[src/rtl/cover_toggle_collector_if.sv]
// Valid/ready stream carrying absolute cover indices out of a toggle-coverage collector.
interface cover_toggle_collector_if;
  logic        out_valid;
  logic        out_ready;
  logic [63:0] out_index;

  modport master (output out_valid, output out_index, input out_ready);
  modport slave  (input out_valid, input out_index, output out_ready);
endinterface

[src/rtl/cover_toggle_collector.sv]
// Sticky toggle-coverage collector: records first hits per cover point and streams
// each newly covered point once as an absolute cover index.
module cover_toggle_collector #(
  parameter int              WIDTH       = 62,
  parameter longint unsigned COVER_INDEX = 0,
  parameter longint unsigned COVER_TOTAL = 38253
) (
  input  logic                       clock,
  input  logic                       reset,
  input  logic                       enable,
  input  logic                       clear,
  input  logic [WIDTH-1:0]           valid,
  cover_toggle_collector_if.master   out_if,
  output logic [$clog2(WIDTH+1)-1:0] hit_count,
  output logic                       all_hit,
  output logic                       pending
);

  localparam int CW = $clog2(WIDTH + 1);
  localparam int PW = (WIDTH > 1) ? $clog2(WIDTH) : 1;
  localparam logic [PW-1:0] PTR_LAST = PW'(WIDTH - 1);

  typedef enum logic [1:0] {S_IDLE, S_SCAN, S_OUT} state_t;

  // Elaboration-time sanity checks on the group placement.
  if (WIDTH < 1 || WIDTH > 1024) begin : g_bad_width
    $error("cover_toggle_collector: WIDTH out of range 1..1024");
  end
  if (COVER_INDEX + 64'(WIDTH) > COVER_TOTAL) begin : g_bad_range
    $error("cover_toggle_collector: COVER_INDEX+WIDTH exceeds COVER_TOTAL");
  end

  state_t          r_state;
  logic [WIDTH-1:0] r_hit_q;
  logic [WIDTH-1:0] r_pend_q;
  logic [PW-1:0]    r_ptr;
  logic             r_out_valid;
  logic [63:0]      r_out_index;
  logic [CW-1:0]    r_hit_count;
  logic             r_all_hit;
  logic             r_clr_seen;

  logic             w_capture;
  logic [WIDTH-1:0] w_new;
  logic [WIDTH-1:0] w_pend_cap;
  logic [WIDTH-1:0] w_take_mask;
  logic [CW-1:0]    w_pop;
  logic [CW-1:0]    w_count_next;
  logic [PW-1:0]    w_ptr_inc;
  logic             w_found;

  assign w_capture = enable & ~clear;

  for (genvar gi = 0; gi < WIDTH; gi++) begin : g_new
    assign w_new[gi] = w_capture & valid[gi] & ~r_hit_q[gi];
  end

  always_comb begin
    w_pop = '0;
    for (int i = 0; i < WIDTH; i++) begin
      w_pop = w_pop + CW'(w_new[i]);
    end
  end

  // Only never-before-hit points are added, so this sum stays within WIDTH.
  assign w_count_next = r_hit_count + w_pop;
  assign w_pend_cap   = r_pend_q | w_new;
  assign w_found      = (r_state == S_SCAN) && r_pend_q[r_ptr];
  assign w_take_mask  = w_found ? (WIDTH'(1) << r_ptr) : '0;
  assign w_ptr_inc    = (r_ptr == PTR_LAST) ? '0 : r_ptr + PW'(1);

  always_ff @(posedge clock or negedge reset) begin
    if (!reset) begin
      r_state     <= S_IDLE;
      r_hit_q     <= '0;
      r_pend_q    <= '0;
      r_ptr       <= '0;
      r_out_valid <= 1'b0;
      r_out_index <= '0;
      r_hit_count <= '0;
      r_all_hit   <= 1'b0;
      r_clr_seen  <= 1'b0;
    end else begin
      if (clear) begin
        r_hit_q     <= '0;
        r_pend_q    <= '0;
        r_hit_count <= '0;
        r_all_hit   <= 1'b0;
      end else begin
        r_hit_q     <= r_hit_q | w_new;
        r_pend_q    <= w_pend_cap & ~w_take_mask;
        r_hit_count <= w_count_next;
        r_all_hit   <= (w_count_next == CW'(WIDTH));
      end

      case (r_state)
        S_IDLE: begin
          if (clear) begin
            r_ptr <= '0;
          end else if (|r_pend_q) begin
            r_state <= S_SCAN;
          end
        end
        S_SCAN: begin
          // A capture of the bit under examination only shows up on the next wrap.
          if (clear) begin
            r_ptr   <= '0;
            r_state <= S_IDLE;
          end else if (w_pend_cap == '0) begin
            r_state <= S_IDLE;
          end else if (w_found) begin
            r_out_index <= COVER_INDEX + 64'(r_ptr);
            r_out_valid <= 1'b1;
            r_state     <= S_OUT;
          end else begin
            r_ptr <= w_ptr_inc;
          end
        end
        S_OUT: begin
          // A clear never retracts the held beat; it only redirects what follows.
          if (clear) begin
            r_clr_seen <= 1'b1;
          end
          if (out_if.out_ready) begin
            r_out_valid <= 1'b0;
            r_clr_seen  <= 1'b0;
            if (clear || r_clr_seen) begin
              r_ptr   <= '0;
              r_state <= S_IDLE;
            end else begin
              r_ptr   <= w_ptr_inc;
              r_state <= S_SCAN;
            end
          end
        end
        default: r_state <= S_IDLE;
      endcase
    end
  end

  assign out_if.out_valid = r_out_valid;
  assign out_if.out_index = r_out_index;
  assign hit_count        = r_hit_count;
  assign all_hit          = r_all_hit;
  assign pending          = (|r_pend_q) | r_out_valid;

endmodule

[src/flat_wrapper.sv]
// flat-port wrapper written by rule: the top's interface ports become plain ports
module cover_toggle_collector_flat 
#(
  parameter int              WIDTH       = 62,
  parameter longint unsigned COVER_INDEX = 0,
  parameter longint unsigned COVER_TOTAL = 38253
)
  (clock, reset, enable, clear, valid, hit_count, all_hit, pending, out_if_out_valid, out_if_out_index, out_if_out_ready);
  cover_toggle_collector_if out_if_i ();
  input  logic clock;
  input  logic reset;
  input  logic enable;
  input  logic clear;
  input  logic [WIDTH-1:0] valid;
  output logic [$clog2(WIDTH+1)-1:0] hit_count;
  output logic all_hit;
  output logic pending;
  output wire logic [$bits(out_if_i.out_valid)-1:0] out_if_out_valid;
  output wire logic [$bits(out_if_i.out_index)-1:0] out_if_out_index;
  input wire logic [$bits(out_if_i.out_ready)-1:0] out_if_out_ready;
  assign out_if_out_valid = out_if_i.out_valid;
  assign out_if_out_index = out_if_i.out_index;
  assign out_if_i.out_ready = out_if_out_ready;
  cover_toggle_collector #(.WIDTH(WIDTH), .COVER_INDEX(COVER_INDEX), .COVER_TOTAL(COVER_TOTAL)) u_core (.clock(clock), .reset(reset), .enable(enable), .clear(clear), .valid(valid), .out_if(out_if_i), .hit_count(hit_count), .all_hit(all_hit), .pending(pending));
endmodule
[config.mk]
export PLATFORM = sky130hd
export DESIGN_NAME = cover_toggle_collector_flat
export DESIGN_NICKNAME = d
export VERILOG_FILES = /design/src/rtl/cover_toggle_collector_if.sv /design/src/rtl/cover_toggle_collector.sv /design/src/flat_wrapper.sv
export SDC_FILE = /design/constraint.sdc
export NUM_CORES = 1
export LEC_CHECK = 0
export BUFFER_PORTS_ARGS = -buffer_cell sky130_fd_sc_hd__buf_2
export CAP_MARGIN = 20
export CORE_MARGIN = 5
export CORE_UTILIZATION = 59
export CTS_CLUSTER_SIZE = 24
export DETAILED_ROUTE_END_ITERATION = 16
export PLACE_DENSITY = 0.91
export SLEW_MARGIN = 25
export SYNTH_ARGS = -nofsm -noshare
export SYNTH_HDL_FRONTEND = slang
export SYNTH_SLANG_ARGS = --single-unit
export TNS_END_PERCENT = 1
[constraint.sdc]
create_clock -name clock -period 8.1 [get_ports clock]
set_clock_uncertainty 0.1 [all_clocks]
set_input_delay 0.405 -clock clock [delete_from_list [all_inputs] [get_ports clock]]
set_output_delay 0.405 -clock clock [all_outputs]
set_load 0.02 [all_outputs]
=== Yosys cells after proc, flatten, opt, wreduce, memory -nomap -nowiden ===
Index checks and enable logic that the tools add are counted.
W data, S select, Z words.

* Bits in registers: 147
* Latch bits: 0
* Memory bits (writable): 0
* Bits in read-only memories: 0
* Output and inout bits: 73
* Word-level logic and storage cells: 325
* Memories: 0

* $add $sub $neg: 63
* Multiply operators: 0
* Div/mod/pow operators: 0
* Magnitude comparators: 1
* Equal/unequal tests: 14
* Shifts and indexed selects: 1
* Mux-type cells: 30
* Bitwise operators: 194
* Reductions and logical operators: 13

{| class="wikitable"
|+ Operators by type and width
! operator !! number
|-
| $add A6 B1 Y6 || 60
|-
| $mux W62 || 3
|-
| $and A1 B1 Y1 || 125
|-
| $or A62 B62 Y62 || 2
|-
| $not A1 Y1 || 64
|-
| $and A62 B62 Y62 || 1
|-
| $logic_not A62 Y1 || 1
|-
| $not A62 Y62 || 1
|-
| $reduce_or A62 Y1 || 1
|-
| $shl A1 B6 Y62 const A || 1
|-
| $mux W6 || 8
|-
| $pmux W6 S3 || 1
|-
| $eq A6 B6 Y1 const B || 2
|-
| $mux W2 || 6
|-
| $ne A2 B2 Y1 const B || 5
|-
| $reduce_and A5 Y1 || 2
|-
| $mux W1 || 9
|-
| $reduce_and A4 Y1 || 2
|-
| $lt A6 B7 Y1 const B || 1
|-
| $add A6 B1 Y6 const B || 1
|-
| $add A6 B6 Y6 || 1
|-
| $bmux W1 S6 || 1
|-
| $ne A3 B3 Y1 const B || 2
|-
| $pmux W2 S3 || 1
|-
| other kinds (13) || 15
|}

=== Longest topological paths before layout ===
Gate-level depths: netlist of run 1.

* Depth in word-level cells: 68
* Depth in mapped cells: 25
* Mapped depth without buffers: 22

=== Worst setup path before layout of run 1 ===
No wires, ideal clock.

* Path type: input-to-reg
* Start: input enable
* End: register u_core.r_all_hit, in the netlist u_core.all_hit
* Library setup time: 0.068 ns
* Arrival: 7.402 ns
* Required time: 7.932 ns
* Slack: 0.530 ns
* Stages on the path: 24
* Path buffers: 4
* Cells stage by stage: clkbuf_1 > nor2b_1 > clkbuf_1 > buf_1 > clkbuf_1 > nand2_1 > fa_1 > inv_1 > fa_1 > inv_1 > fa_1 > fa_1 > fa_1 > fa_1 > fa_1 > fa_1 > inv_1 > ha_1 > fa_1 > a21oi_1 > nor2_1 > nor2_1 > xnor2_1 > and4b_1

* Longest elaborated chain between the ends: 67
* Elaborated cells between the ends (all ways): 189

{| class="wikitable"
|+ RTL lines
! what !! line !! text
|-
| from (decl) || flat_wrapper.sv:12 || <nowiki>input logic enable;</nowiki>
|-
| $and A1 B1 Y1 (*) || cover_toggle_collector.sv:52 || <nowiki>assign w_capture = enable & ~clear;</nowiki>
|-
| $and A1 B1 Y1 (2 in series) || cover_toggle_collector.sv:55 || <nowiki>assign w_new[gi] = w_capture & valid[gi] & ~r_hit_q[gi];</nowiki>
|-
| $add A1 B1 Y2 || cover_toggle_collector.sv:61 || <nowiki>w_pop = w_pop + CW'(w_new[i]);</nowiki>
|-
| $add A6 B1 Y6 (59 in series) || cover_toggle_collector.sv:61 ||
|-
| $add A6 B1 Y6 (*) || cover_toggle_collector.sv:61 ||
|-
| $add A6 B6 Y6 (*) || cover_toggle_collector.sv:66 || <nowiki>assign w_count_next = r_hit_count + w_pop;</nowiki>
|-
| $eq A6 B6 Y1 (*) || cover_toggle_collector.sv:93 || <nowiki>r_all_hit <= (w_count_next == CW'(WIDTH));</nowiki>
|-
| $mux W1 (*) || cover_toggle_collector.sv:84 || <nowiki>if (clear) begin</nowiki>
|-
| to (signal assigned) || cover_toggle_collector.sv:93 ||
|-
| to (decl) || cover_toggle_collector.sv:40 || <nowiki>logic r_all_hit;</nowiki>
|}

Mark *: on every way between the ends. The rest lies on a longest branch, timed or not.
A chain may end at the register's enable or synchronous reset.

=== Worst setup path in the final report of run 1 ===
* Start: register u_core.r_hit_q[1]
* End: register u_core.r_all_hit, in the netlist u_core.all_hit

* Longest elaborated chain between the ends: 66

{| class="wikitable"
|+ RTL lines
! what !! line !! text
|-
| from (decl) || cover_toggle_collector.sv:34 || <nowiki>logic [WIDTH-1:0] r_hit_q;</nowiki>
|-
| from (signal assigned) || cover_toggle_collector.sv:90 || <nowiki>r_hit_q <= r_hit_q | w_new;</nowiki>
|-
| $not A1 Y1 || cover_toggle_collector.sv:55 ||
|-
| $and A1 B1 Y1 || cover_toggle_collector.sv:55 ||
|-
| $add A1 B1 Y2 || cover_toggle_collector.sv:61 ||
|-
| $add A6 B1 Y6 (60 in series) || cover_toggle_collector.sv:61 ||
|-
| $add A6 B6 Y6 || cover_toggle_collector.sv:66 ||
|-
| $eq A6 B6 Y1 || cover_toggle_collector.sv:93 ||
|-
| $mux W1 || cover_toggle_collector.sv:84 ||
|}

No other way between the ends.

==> results of run 1 <==
==> stage by stage <==
stage	utilization (%)	instances	worst slack, ns
global route	65.3	1290	1.01
finish	65.3	1290	1.26
CTS	65.3	1290	1.27
detailed placement	61.5	1257	0.987
global placement	61.5	1257	1.11
floorplan	-	1049	0.530
==> cell usage in the layout (no fill, tap or decap), types with 3 or more instances in the layout <==
| master | count |
|---|---|
| clkbuf_16 | 17 |
| nor2_1 | 110 |
| xnor2_1 | 8 |
| o21ai_0 | 9 |
| and3_1 | 10 |
| clkinv_4 | 3 |
| nand3_1 | 13 |
| fa_1 | 53 |
| bufinv_16 | 3 |
| nor4_1 | 30 |
| ha_1 | 34 |
| mux4_2 | 7 |
| nor3b_1 | 4 |
| and2_1 | 35 |
| inv_1 | 67 |
| a22oi_1 | 4 |
| mux2_2 | 3 |
| a211oi_2 | 34 |
| nor2b_1 | 71 |
| mux2i_1 | 18 |
| a311oi_1 | 8 |
| clkinv_2 | 3 |
| a21oi_1 | 102 |
| o2bb2ai_1 | 4 |
| nand2_1 | 47 |
| dfrtp_1 | 147 |
| buf_4 | 11 |
| a211oi_1 | 20 |
| buf_2 | 79 |
| nor3_4 | 3 |
| nor3_1 | 6 |
| conb_1 | 58 |
| o21ai_1 | 6 |
| nand4_1 | 9 |
==> power by group through the flow <==
stage               Clock [mW]  Combinational, mW  Sequential (mW)
detailed placement           0               1.38            0.873
global placement             0               1.30            0.869
finish                   0.818               1.42            0.864
floorplan                    0               1.05            0.886
global route             0.852               1.57            0.871
CTS                      0.817               1.42            0.862
==> worst max-delay path, delay by kind of cell, from the launching register on <==
family          cells  cell delay [ns]
fa+ha+maj          11             5.12
xor+xnor            1             0.15
simple gates        5             0.76
compound gates      1             0.16
flops               1             0.38
buf+inv             2             0.10
==> final cells by class <==
| type | instances | area share, % |
|---|---|---|
| clock buffers | 20 | 4.17 |
| repair buffers | 94 | 4.95 |
| clock inverters | 12 | 1.45 |
| flip-flops and latches | 147 | 34.3 |
| multi-input cells | 728 | 50.1 |
| well taps | 220 | 2.57 |
| inverters | 69 | 2.42 |
==> timing repair <==
action                                 CTS  global route
hold buffers                             1             0
endpoints found under the hold margin   71             0
resized for setup                        0             0
==> worst max path at each step <==
| stage | from | slack (ns) | cells past startpoint | end |
|---|---|---|---|---|
| 6_report | u_core.r_hit_q[1] | 1.26 | 20 | u_core.all_hit |
| 5_1_grt | u_core.r_hit_q[48] | 1.01 | 20 | u_core.all_hit |
| 4_1_cts | u_core.r_hit_q[1] | 1.27 | 20 | u_core.all_hit |
| 3_5_place_dp | enable | 0.99 | 21 | u_core.all_hit |
| 3_3_place_gp | enable | 1.11 | 21 | u_core.all_hit |
| 2_1_floorplan | enable | 0.53 | 24 | u_core.all_hit |
==> state kept, by name, indices dropped and copies added, names as in the netlist <==
register                 flops
u_core.all_hit               1
u_core.hit_count             6
u_core.out_if.out_index      6
u_core.out_if.out_valid      1
u_core.r_clr_seen            1
u_core.r_hit_q              62
u_core.r_pend_q             62
u_core.r_ptr                 6
u_core.r_state               2
==> kinds of logic after synthesis <==
family	after synthesis
compound gates	199
mux	28
simple gates	347
other cells	1
buf+inv	174
xor+xnor	9
fa+ha+maj	87
flops	147
==> per-layer routing <==
layer	track usage (%)	up-vias	share of wire (%)
met5	0	-	0
met4	15.3	0	6.7
met3	7.79	159	11
met2	45.5	572	46
met1	36.2	3854	36
li1	-	3407	-
==> results.tsv, run 1 <==
stage	metric	value	unit
routing	vias	7992	
critical_path	worstReg2RegEnd	u_core.all_hit	
logic_synthesis	syn_inst	992	
critical_path	worstReg2RegStart	u_core.r_hit_q[1]	
sta	setup-tns-final	0	ns
logic_synthesis	yosysTopAreaCellShare	37.7	%
logic_synthesis	async_flop_share	100	%
logic_synthesis	yosys_register_bits	147	
power	p_sw	1.21	mW
logic_synthesis	synth.largest_area_cell	dfrtp_1	
die	die_area	19200	um2
power	powerDensity	289	nW/um2
clock_tree	clk_latency	0.43	ns
logic_synthesis	synthAdderAreaFrac	15.2	%
sta	finalCritPeriodShare	84.4	%
logic_synthesis	ys.flop_type	dfrtp_1	
sta	rsz0062_at_grt	no	
routing	dr.pass1.iters	6	
logic_synthesis	synth-compound-area-share	14.3	%
logic_synthesis	synthMuxAreaShare	3.81	%
placed_design	place_hpwl	19600	um
clock_tree	cts_max_path_buffers	2	
sta	hold_ws	0.0769	ns
global_routing	grt_pass1_vias	8069	
sta	min_period	6.84	ns
layout	layout-drive-gt1-share	16.4	%
sta	worstMarginPinSlew	1.03	ns
global_routing	grt_overflow	0	
worst_hold_path	holdPathStages	2	
critical_path	r2r_slack	1.26	ns
worst_hold_path	min-delay-start	out_if_out_ready	
routing	drt.antenna.violating_nets	0	
critical_path	end_kind	flip-flop	
power	p_int	1.89	mW
routing	drt_iter0_drc	1345	
logic_synthesis	synth_most_common_cell	dfrtp_1	
sta	relSlewSlack	31.5	%
logic_synthesis	syn_area_per_cell	9.84	um2
placed_design	portBuffers	81	
logic_synthesis	synth_edf_count	0	
logic_synthesis	synth_common_cells	dfrtp_1, nor2_1, a21oi_1	
clock_tree	clock-sinks	147	
logic_synthesis	synthSimpleGateAreaFrac	18.5	%
clock_tree	ctsRootBufferMaster	clkbuf_16	
flow_run	drv_cap	0	
critical_path	critPathKind	reg -> reg	
logic_synthesis	synth_top_family_by_area	simple AND/OR/NAND/NOR gates	
critical_path	cpMostUsedCell	fa_1	
sta	finalSetupViolations	0	
layout	syn2layout_area_growth	9.80	%
clock_tree	cts_setup_buffers	0	
critical_path	path_cells	nor2b_1, and2_1, ha_1, fa_1, inv_1, fa_1, fa_1, fa_1, fa_1, fa_1, fa_1, fa_1, inv_1, ha_1, fa_1, a21oi_1, nor2_1, nor2_1, xnor2_1, and4b_1	
placed_design	place_area	10100	um2
layout	antenna_cells	0	
routing	drt-vias-per-instance	6.20	
layout	final_design_area_no_fill	10700	um2
power	total_power	3.10	mW
clock_tree	numCtsBuffers	17	
die	coreArea	16400	um2
die	row_count	47	
clock_tree	clkTransAtPathRegs	0.06	ns
critical_path	cp.required	8.37	ns
power	swShare	39.2	%
sta	hold_violations	0	
critical_path	ff2ff_path_depth	20	
die	start_util	59.5	%
clock_tree	h-tree-depth	4	
routing	routedWlPerCell	21.2	um
global_routing	grt_pass1_wl	43700	um
critical_path	crit_arrival	7.11	ns
logic_synthesis	seq_area_frac_synth	37.7	%
run_status	status	finished clean	
logic_synthesis	ys_top_cells_by_area	dfrtp_1, fa_1, a21oi_1	
global_routing	antenna_found_initial	0	
die	io_pins	140	
layout	seqCellArea	3680	um2
worst_hold_path	min_to	u_core.r_clr_seen	
placed_design	place_congestion	1.05	
global_routing	grt_max_degree	89	
die	dieWidth	139	um
power	share_comb_of_total_power	45.7	%
layout	multi_input_area	5370	um2
clock_tree	tritoncts	built	
worst_hold_path	min_path_type	in -> reg	
sta	maxSlewViolCount	0	
layout	fillCellCount	1205	
logic_synthesis	yosysUniqueCellTypes	51	
die	chipHeight	139	um
power	sequentialPowerShare	27.9	%
critical_path	crit_fanout	2	
power	clock_power_share	26.4	%
routing	route.detailed.drc	0	
layout	finalNetCount	1211	
routing	drt-total-wl	27400	um
global_routing	gr-usage-all-layers	28.7	%
sta	fmax	146	MHz
power	ir_worst_vdd	0.344	mV
critical_path	start_kind	flip-flop	
critical_path	critPathMaxStageDelay	0.57	ns
logic_synthesis	synth-xor-area-share	0.808	%
power	leakagePower	4.93	nW
logic_synthesis	yosys_warnings	0	
logic_synthesis	syn-cell-area	9760	um2
critical_path	slowest_stage	fa_1	
Power figures use the tool's default switching activity.
==> run 2, diff against run 1 <==
--- a/config.mk
+++ b/config.mk
@@ -5,13 +5,14 @@
 export SDC_FILE = /design/constraint.sdc
 export NUM_CORES = 1
 export LEC_CHECK = 0
+export ABC_AREA = 1
 export BUFFER_PORTS_ARGS = -buffer_cell sky130_fd_sc_hd__buf_2
 export CAP_MARGIN = 20
 export CORE_MARGIN = 5
 export CORE_UTILIZATION = 59
 export CTS_CLUSTER_SIZE = 24
 export DETAILED_ROUTE_END_ITERATION = 16
-export PLACE_DENSITY = 0.91
+export PLACE_DENSITY = 0.9
 export SLEW_MARGIN = 25
 export SYNTH_ARGS = -nofsm -noshare
 export SYNTH_HDL_FRONTEND = slang
==> constraint.sdc (replaced) <==
create_clock -name clock -period 7.1 [get_ports clock]
set_clock_uncertainty 0.1 [all_clocks]
set_input_delay 0.355 -clock clock [delete_from_list [all_inputs] [get_ports clock]]
set_output_delay 0.355 -clock clock [all_outputs]
set_load 0.02 [all_outputs]
==> run 2 against run 1 <==
Net effect:
- global-route usage is 1.0 points higher
- clock power is 17% higher
- synthesized area is 10% higher
- power is 15% higher
- worst setup slack worse by 0.95 ns
- first-iteration DRC count is 14% lower
- register-to-register slack worse by 0.73 ns
- final cell count is 39% higher
- die area is 9.3% higher
- critical path type is now in -> reg
==> results.tsv, run 2 <==
stage	metric	value	unit	change
routing	dr.pass1.iters	9		+3
die	start_util	59.8	%	+0.29 points
routing	vias	9891		+24%
sta	rsz0062_at_grt	no		
critical_path	worstReg2RegStart	u_core.r_hit_q[0]		
logic_synthesis	syn-cell-area	10700	um2	+10%
logic_synthesis	async_flop_share	100	%	unchanged
critical_path	start_kind	input port		
critical_path	critPathKind	in -> reg		
die	dieWidth	145	um	+4.5%
placed_design	place_congestion	0.966		-7.6%
worst_hold_path	min-delay-start	valid[33]		
layout	layout_common_cells	nand2_1, inv_1, dfrtp_1		
routing	drt_iter0_drc	1152		-14%
placed_design	place_hpwl	22300	um	+14%
power	leakagePower	6.90	nW	+40%
clock_tree	ctsRootBufferMaster	clkbuf_16		
logic_synthesis	synth_edf_count	0		unchanged
sta	min_period	6.79	ns	
logic_synthesis	yosys_register_bits	147		unchanged
routing	drt.antenna.violating_nets	0		unchanged
clock_tree	clkTransAtPathRegs	0.07	ns	about the same
routing	route.detailed.drc	0		unchanged
logic_synthesis	syn_inst	1465		+48%
die	die_area	21000	um2	+9.3%
layout	finalNetCount	1705		+41%
global_routing	grt_overflow	0		unchanged
power	powerDensity	300	nW/um2	+3.7%
routing	routedWlPerCell	17.1	um	-20%
critical_path	end_kind	flip-flop		
placed_design	portBuffers	81		unchanged
run_status	status	finished clean		
clock_tree	cts_setup_buffers	0		unchanged
clock_tree	h-tree-depth	4		unchanged
sta	worstMarginPinSlew	0.982	ns	-0.0453 ns
sta	maxSlewViolCount	0		unchanged
sta	hold_ws	0.0428	ns	-0.0341 ns
logic_synthesis	ys.flop_type	dfrtp_1		
routing	drt-vias-per-instance	5.52		-11%
layout	final_design_area_no_fill	11900	um2	+11%
power	total_power	3.57	mW	+15%
sta	hold_violations	0		unchanged
clock_tree	numCtsBuffers	17		unchanged
die	io_pins	140		unchanged
worst_hold_path	holdPathStages	3		+1
logic_synthesis	syn_area_per_cell	7.33	um2	-25%
logic_synthesis	ys_top_cells_by_area	dfrtp_1, nand2_1, inv_1		
die	chipHeight	145	um	+4.5%
sta	finalCritPeriodShare	95.6	%	
global_routing	gr-usage-all-layers	29.7	%	+1.0 points
sta	relSlewSlack	34.6	%	+3.0 points
logic_synthesis	yosys_warnings	0		unchanged
logic_synthesis	synth.largest_area_cell	dfrtp_1		
critical_path	ff2ff_path_depth	21		+5.0%
layout	syn2layout_area_growth	10.8	%	
layout	antenna_cells	0		unchanged
flow_run	drv_cap	0		unchanged
die	row_count	49		+4.3%
critical_path	cp.required	7.32	ns	-1.05 ns
sta	setup-tns-final	0	ns	unchanged
sta	finalSetupViolations	0		unchanged
clock_tree	cts_max_path_buffers	2		unchanged
logic_synthesis	yosysUniqueCellTypes	36		-29%
clock_tree	clock-sinks	147		unchanged
power	ir_worst_vdd	0.317	mV	-8.0%
global_routing	grt_max_degree	97		+9.0%
clock_tree	clk_latency	0.44	ns	about the same
logic_synthesis	seq_area_frac_synth	34.3	%	-3.4 points
placed_design	place_area	11300	um2	+12%
logic_synthesis	yosysTopAreaCellShare	34.3	%	-3.4 points
clock_tree	tritoncts	built		
layout	layout-drive-gt1-share	11.3	%	-5.1 points
die	coreArea	18000	um2	+9.5%
worst_hold_path	min_path_type	in -> reg		
critical_path	setup.worst_path.start	enable		
layout	final_common_cell	nand2_1		
global_routing	grt_pass1_vias	9423		+17%
global_routing	antenna_found_initial	0		unchanged
logic_synthesis	synth_common_cells	nand2_1, inv_1, dfrtp_1		
layout	largest_registers	u_core.r_hit_q: 62 flops, u_core.r_pend_q: 62 flops		
critical_path	crit_fanout	14		+12
critical_path	crit_arrival	7.01	ns	-0.10 ns
routing	drt-total-wl	30600	um	+12%
sta	fmax	147	MHz	
logic_synthesis	synth_most_common_cell	nand2_1		
global_routing	grt_pass1_wl	47800	um	+9.6%
## run 2: routing by layer
layer / global-route usage [%] / up-vias / routed length, um / share of wire (%)
li1: - / 4546 / - / -
met1: 37.5 / 4581 / 11600 / 38
met2: 46.7 / 628 / 13800 / 45
met3: 5.92 / 136 / 3140 / 10
met4: 18.8 / 0 / 2060 / 6.7
met5: 0 / - / 0 / 0
## run 2: critical path, cell delays in order
cell	delay, ns
buf_2	0.10
inv_1	0.07
nor2_4	0.29
buf_4	0.29
nand3_1	0.19
fa_1	0.58
fa_1	0.54
inv_1	0.07
fa_1	0.53
inv_1	0.06
fa_1	0.58
fa_1	0.45
fa_1	0.50
fa_1	0.52
fa_1	0.55
inv_1	0.04
ha_1	0.23
fa_1	0.46
a31oi_1	0.22
xor2_1	0.16
nor2_1	0.06
nand2_1	0.11
nor2_1	0.05
## run 2: worst paths after layout
path	end	slack, ns
max	u_core.all_hit	0.31
min	u_core.r_hit_q[33]	0.04
max reg2reg	u_core.all_hit	0.53
min reg2reg	u_core.out_if.out_valid	0.39
max in group asynchronous	u_core.out_if.out_index[5]	5.21
min in group asynchronous	u_core.r_hit_q[34]	0.46
## run 2: report_power, final
group / total (mW) / switching, mW / internal, mW
clock network: 0.958 / 0.390 / 0.568
logic: 1.66 / 1.02 / 0.634
registers: 0.952 / 0.0363 / 0.916
## run 2: cell type report
type                       instances  area [um2]
clock buffer                      19         443
clock inverter                    12         168
fill                            1400        6070
inverter                         304        1140
multi-input combinational        959        5440
sequential                       147        3680
tap                              229         287
timing repair buffer             122         744
## run 2: timing repair
action | in CTS | in global routing
endpoints found under the hold margin | 95 | 0
hold buffers | 1 | 0
gates resized for setup | 0 | 0
endpoints found under the setup margin | 0 | 0
## run 2: through the flow
| stage | util, % | setup WS (ns) | std cells |
|---|---|---|---|
| 6_report | 66.2 | 0.313 | 1792 |
| 5_1_grt | 66.2 | 0.0577 | 1792 |
| 4_1_cts | 66.2 | 0.348 | 1792 |
| 3_5_place_dp | 62.8 | 0.00148 | 1760 |
| 3_3_place_gp | 62.6 | 0.139 | 1759 |
| 2_1_floorplan | - | 0.266 | 1522 |
## run 2: cells by family (layout without fill, tap and decap cells)
| kind of cell | count (synthesis) | in the layout | synth area share (%) |
|---|---|---|---|
| AND/OR/NAND/NOR | 655 | 655 | 26.7 |
| XOR/XNOR | 11 | 11 | 0.897 |
| other | 1 | 58 | 0.0349 |
| adder cells (fa/ha/maj) | 87 | 87 | 13.8 |
| buffers and inverters | 416 | 457 | 17.2 |
| AO/OA/AOI/OAI | 148 | 148 | 7.04 |
| flip-flops | 147 | 147 | 34.3 |
==> run 3, diff against run 2 <==
--- a/config.mk
+++ b/config.mk
@@ -6,7 +6,7 @@
 export NUM_CORES = 1
 export LEC_CHECK = 0
 export ABC_AREA = 1
-export BUFFER_PORTS_ARGS = -buffer_cell sky130_fd_sc_hd__buf_2
+export BUFFER_PORTS_ARGS = -buffer_cell sky130_fd_sc_hd__buf_4
 export CAP_MARGIN = 20
 export CORE_MARGIN = 5
 export CORE_UTILIZATION = 59
@@ -17,4 +17,4 @@
 export SYNTH_ARGS = -nofsm -noshare
 export SYNTH_HDL_FRONTEND = slang
 export SYNTH_SLANG_ARGS = --single-unit
-export TNS_END_PERCENT = 1
+export TNS_END_PERCENT = 50
==> run 3 against run 2 <==
Net effect:
- global-route usage increased by 1.5 points
- worst hold slack worse by 0.015 ns
- sequential power hardly changed
- worst setup slack improved by 0.11 ns
- critical path type is now reg -> reg
==> results.tsv, run 3 (synthesized netlist as in run 2, its figures left out) <==
stage	metric	value	unit	change
global_routing	gr-usage-met1	38.9	%	+1.3 points
routing	routedWlPerCell	17.7	um	+3.9%
global_routing	grt_overflow	0		unchanged
global_routing	grt_pass1_vias	9778		+3.8%
die	die_area	21000	um2	unchanged
critical_path	end_kind	flip-flop		
routing	drt-total-wl	31500	um	+3.1%
die	chipHeight	145	um	unchanged
layout	layout-drive-gt1-share	10.5	%	-0.80 points
routing	vias	10100		+1.6%
clock_tree	clk_latency	0.44	ns	about the same
sta	min_period	6.67	ns	-0.112 ns
sta	setup-tns-final	0	ns	unchanged
layout	fin_cells	1778		-0.78%
worst_hold_path	min_path_type	in -> reg		
global_routing	grt_max_degree	100		+3.1%
routing	dr.pass1.iters	9		unchanged
routing	drt_iter0_drc	1365		+18%
layout	layout_common_cells	nand2_1, inv_1, dfrtp_1		
clock_tree	ctsRootBufferMaster	clkbuf_16		
clock_tree	clock-sinks	147		unchanged
clock_tree	cts_resized	0		unchanged
layout	syn2layout_area_growth	11.8	%	
sta	relSlewSlack	40.8	%	+6.2 points
clock_tree	tritoncts	built		
sta	hold_violations	0		unchanged
power	total_power	3.53	mW	-1.1%
critical_path	start_kind	flip-flop		
sta	rsz0062_at_grt	no		
global_routing	antenna_found_initial	0		unchanged
power	powerDensity	294	nW/um2	-2.0%
run_status	status	finished clean		
global_routing	grt_util_met3	7.66	%	+1.7 points
power	ir_worst_vdd	0.299	mV	-5.4%
sta	maxSlewViolCount	0		unchanged
routing	drt-vias-per-instance	5.65		+2.4%
clock_tree	cts_setup_buffers	0		unchanged
critical_path	crit_arrival	6.91	ns	-0.10 ns
clock_tree	h-tree-depth	4		unchanged
power	leakagePower	6.89	nW	about the same
layout	multi_input_area	5440	um2	unchanged
layout	antenna_cells	0		unchanged
flow_run	drv_cap	0		unchanged
global_routing	busiest_layer	met2		
placed_design	place_area	11400	um2	+0.98%
layout	final_common_cell	nand2_1		
die	dieWidth	145	um	unchanged
die	coreArea	18000	um2	unchanged
clock_tree	hold_buffers	1		unchanged
critical_path	critPathKind	reg -> reg		
layout	fillCellCount	1405		+0.36%
clock_tree	numCtsBuffers	17		unchanged
routing	drt.antenna.violating_nets	0		unchanged
placed_design	dp_slack	0.000962	ns	-0.000514 ns
sta	hold_ws	0.0283	ns	-0.0145 ns
sta	postLayoutSetupSlackWorst	0.425	ns	+0.112 ns
global_routing	gr-usage-all-layers	31.2	%	+1.5 points
die	start_util	59.8	%	unchanged
routing	route.detailed.drc	0		unchanged
critical_path	cp.required	7.33	ns	about the same
layout	seqCellArea	3680	um2	unchanged
placed_design	place_hpwl	23300	um	+4.5%
global_routing	grt_pass1_wl	50100	um	+4.7%
placed_design	place_congestion	0.968		+0.23%
sta	finalSetupViolations	0		unchanged
global_routing	use_met2	49.7	%	+2.9 points
layout	largest_registers	u_core.r_hit_q: 62 flops, u_core.r_pend_q: 62 flops		
die	row_count	49		unchanged
critical_path	crit_fanout	3		-11
placed_design	dpl.cell_count	1745		-0.85%
die	io_pins	140		unchanged
layout	finalNetCount	1691		-0.82%
clock_tree	clkTransAtPathRegs	0.07	ns	about the same
clock_tree	cts_max_path_buffers	2		unchanged
sta	fmax	150	MHz	+1.7%
sta	worstMarginPinSlew	0.887	ns	-0.0945 ns
layout	fin_util	66.8	%	+0.61 points
sta	finalCritPeriodShare	94.0	%	-1.6 points
layout	final_design_area_no_fill	12000	um2	+0.92%
placed_design	portBuffers	81		unchanged
-- run 3: changes by cell type in the layout (fill, tap and decap cells not counted), sizes merged --
cell      change
clkinv        +1
buf          -14
clkinvlp      +2
clkbuf        -1
inv           -1
bufinv        -1
-- run 3: area by class of cell --
class | instances | share of cell area, %
multi-input combinational | 959 | 45.3
tap | 229 | 2.39
clock inverter | 13 | 1.27
timing repair buffer | 108 | 7.35
sequential | 147 | 30.6
inverter | 304 | 9.50
clock buffer | 18 | 3.57
-- run 3: critical path, cell delays in order (launching register included) --
cell and delay (ns):
dfrtp_1 0.33, inv_1 0.05, nand4_1 0.19, inv_1 0.11, fa_1 0.50, inv_1 0.06, fa_1 0.52, inv_1 0.06
fa_1 0.50, inv_1 0.05, fa_1 0.54, fa_1 0.55, fa_1 0.53, fa_1 0.52, fa_1 0.55, inv_1 0.05
ha_1 0.24, fa_1 0.46, a31oi_1 0.21, xor2_1 0.19, nor2_1 0.08, nand2_1 0.13, nor2_1 0.05
-- run 3: final timing paths --
kind | endpoint | slack (ns) | start | depth (start not counted)
min in group asynchronous | u_core.r_hit_q[39] | 0.22 | reset | 2
hold reg to reg | u_core.out_if.out_valid | 0.39 | u_core.out_if.out_valid | 2
setup reg to reg | u_core.all_hit | 0.43 | u_core.r_hit_q[58] | 22
hold / removal | u_core.r_hit_q[31] | 0.03 | valid[31] | 3
max in group asynchronous | u_core.r_hit_q[6] | 5.75 | reset | 3
setup / recovery | u_core.all_hit | 0.43 | u_core.r_hit_q[58] | 22
-- run 3: per-layer routing --
layer  vias up  part of all wire (%)  wire length [um]
met1      4615                    35             11100
met2       739                    46             14600
met3       174                    12              3860
met4         0                   6.4              2030
met5         -                     0                 0
li1       4526                     -                 -
-- run 3: report_power, final --
group	internal, mW	total (mW)	switching, mW
clock	0.522	0.919	0.397
combinational	0.601	1.66	1.05
sequential	0.916	0.953	0.0366
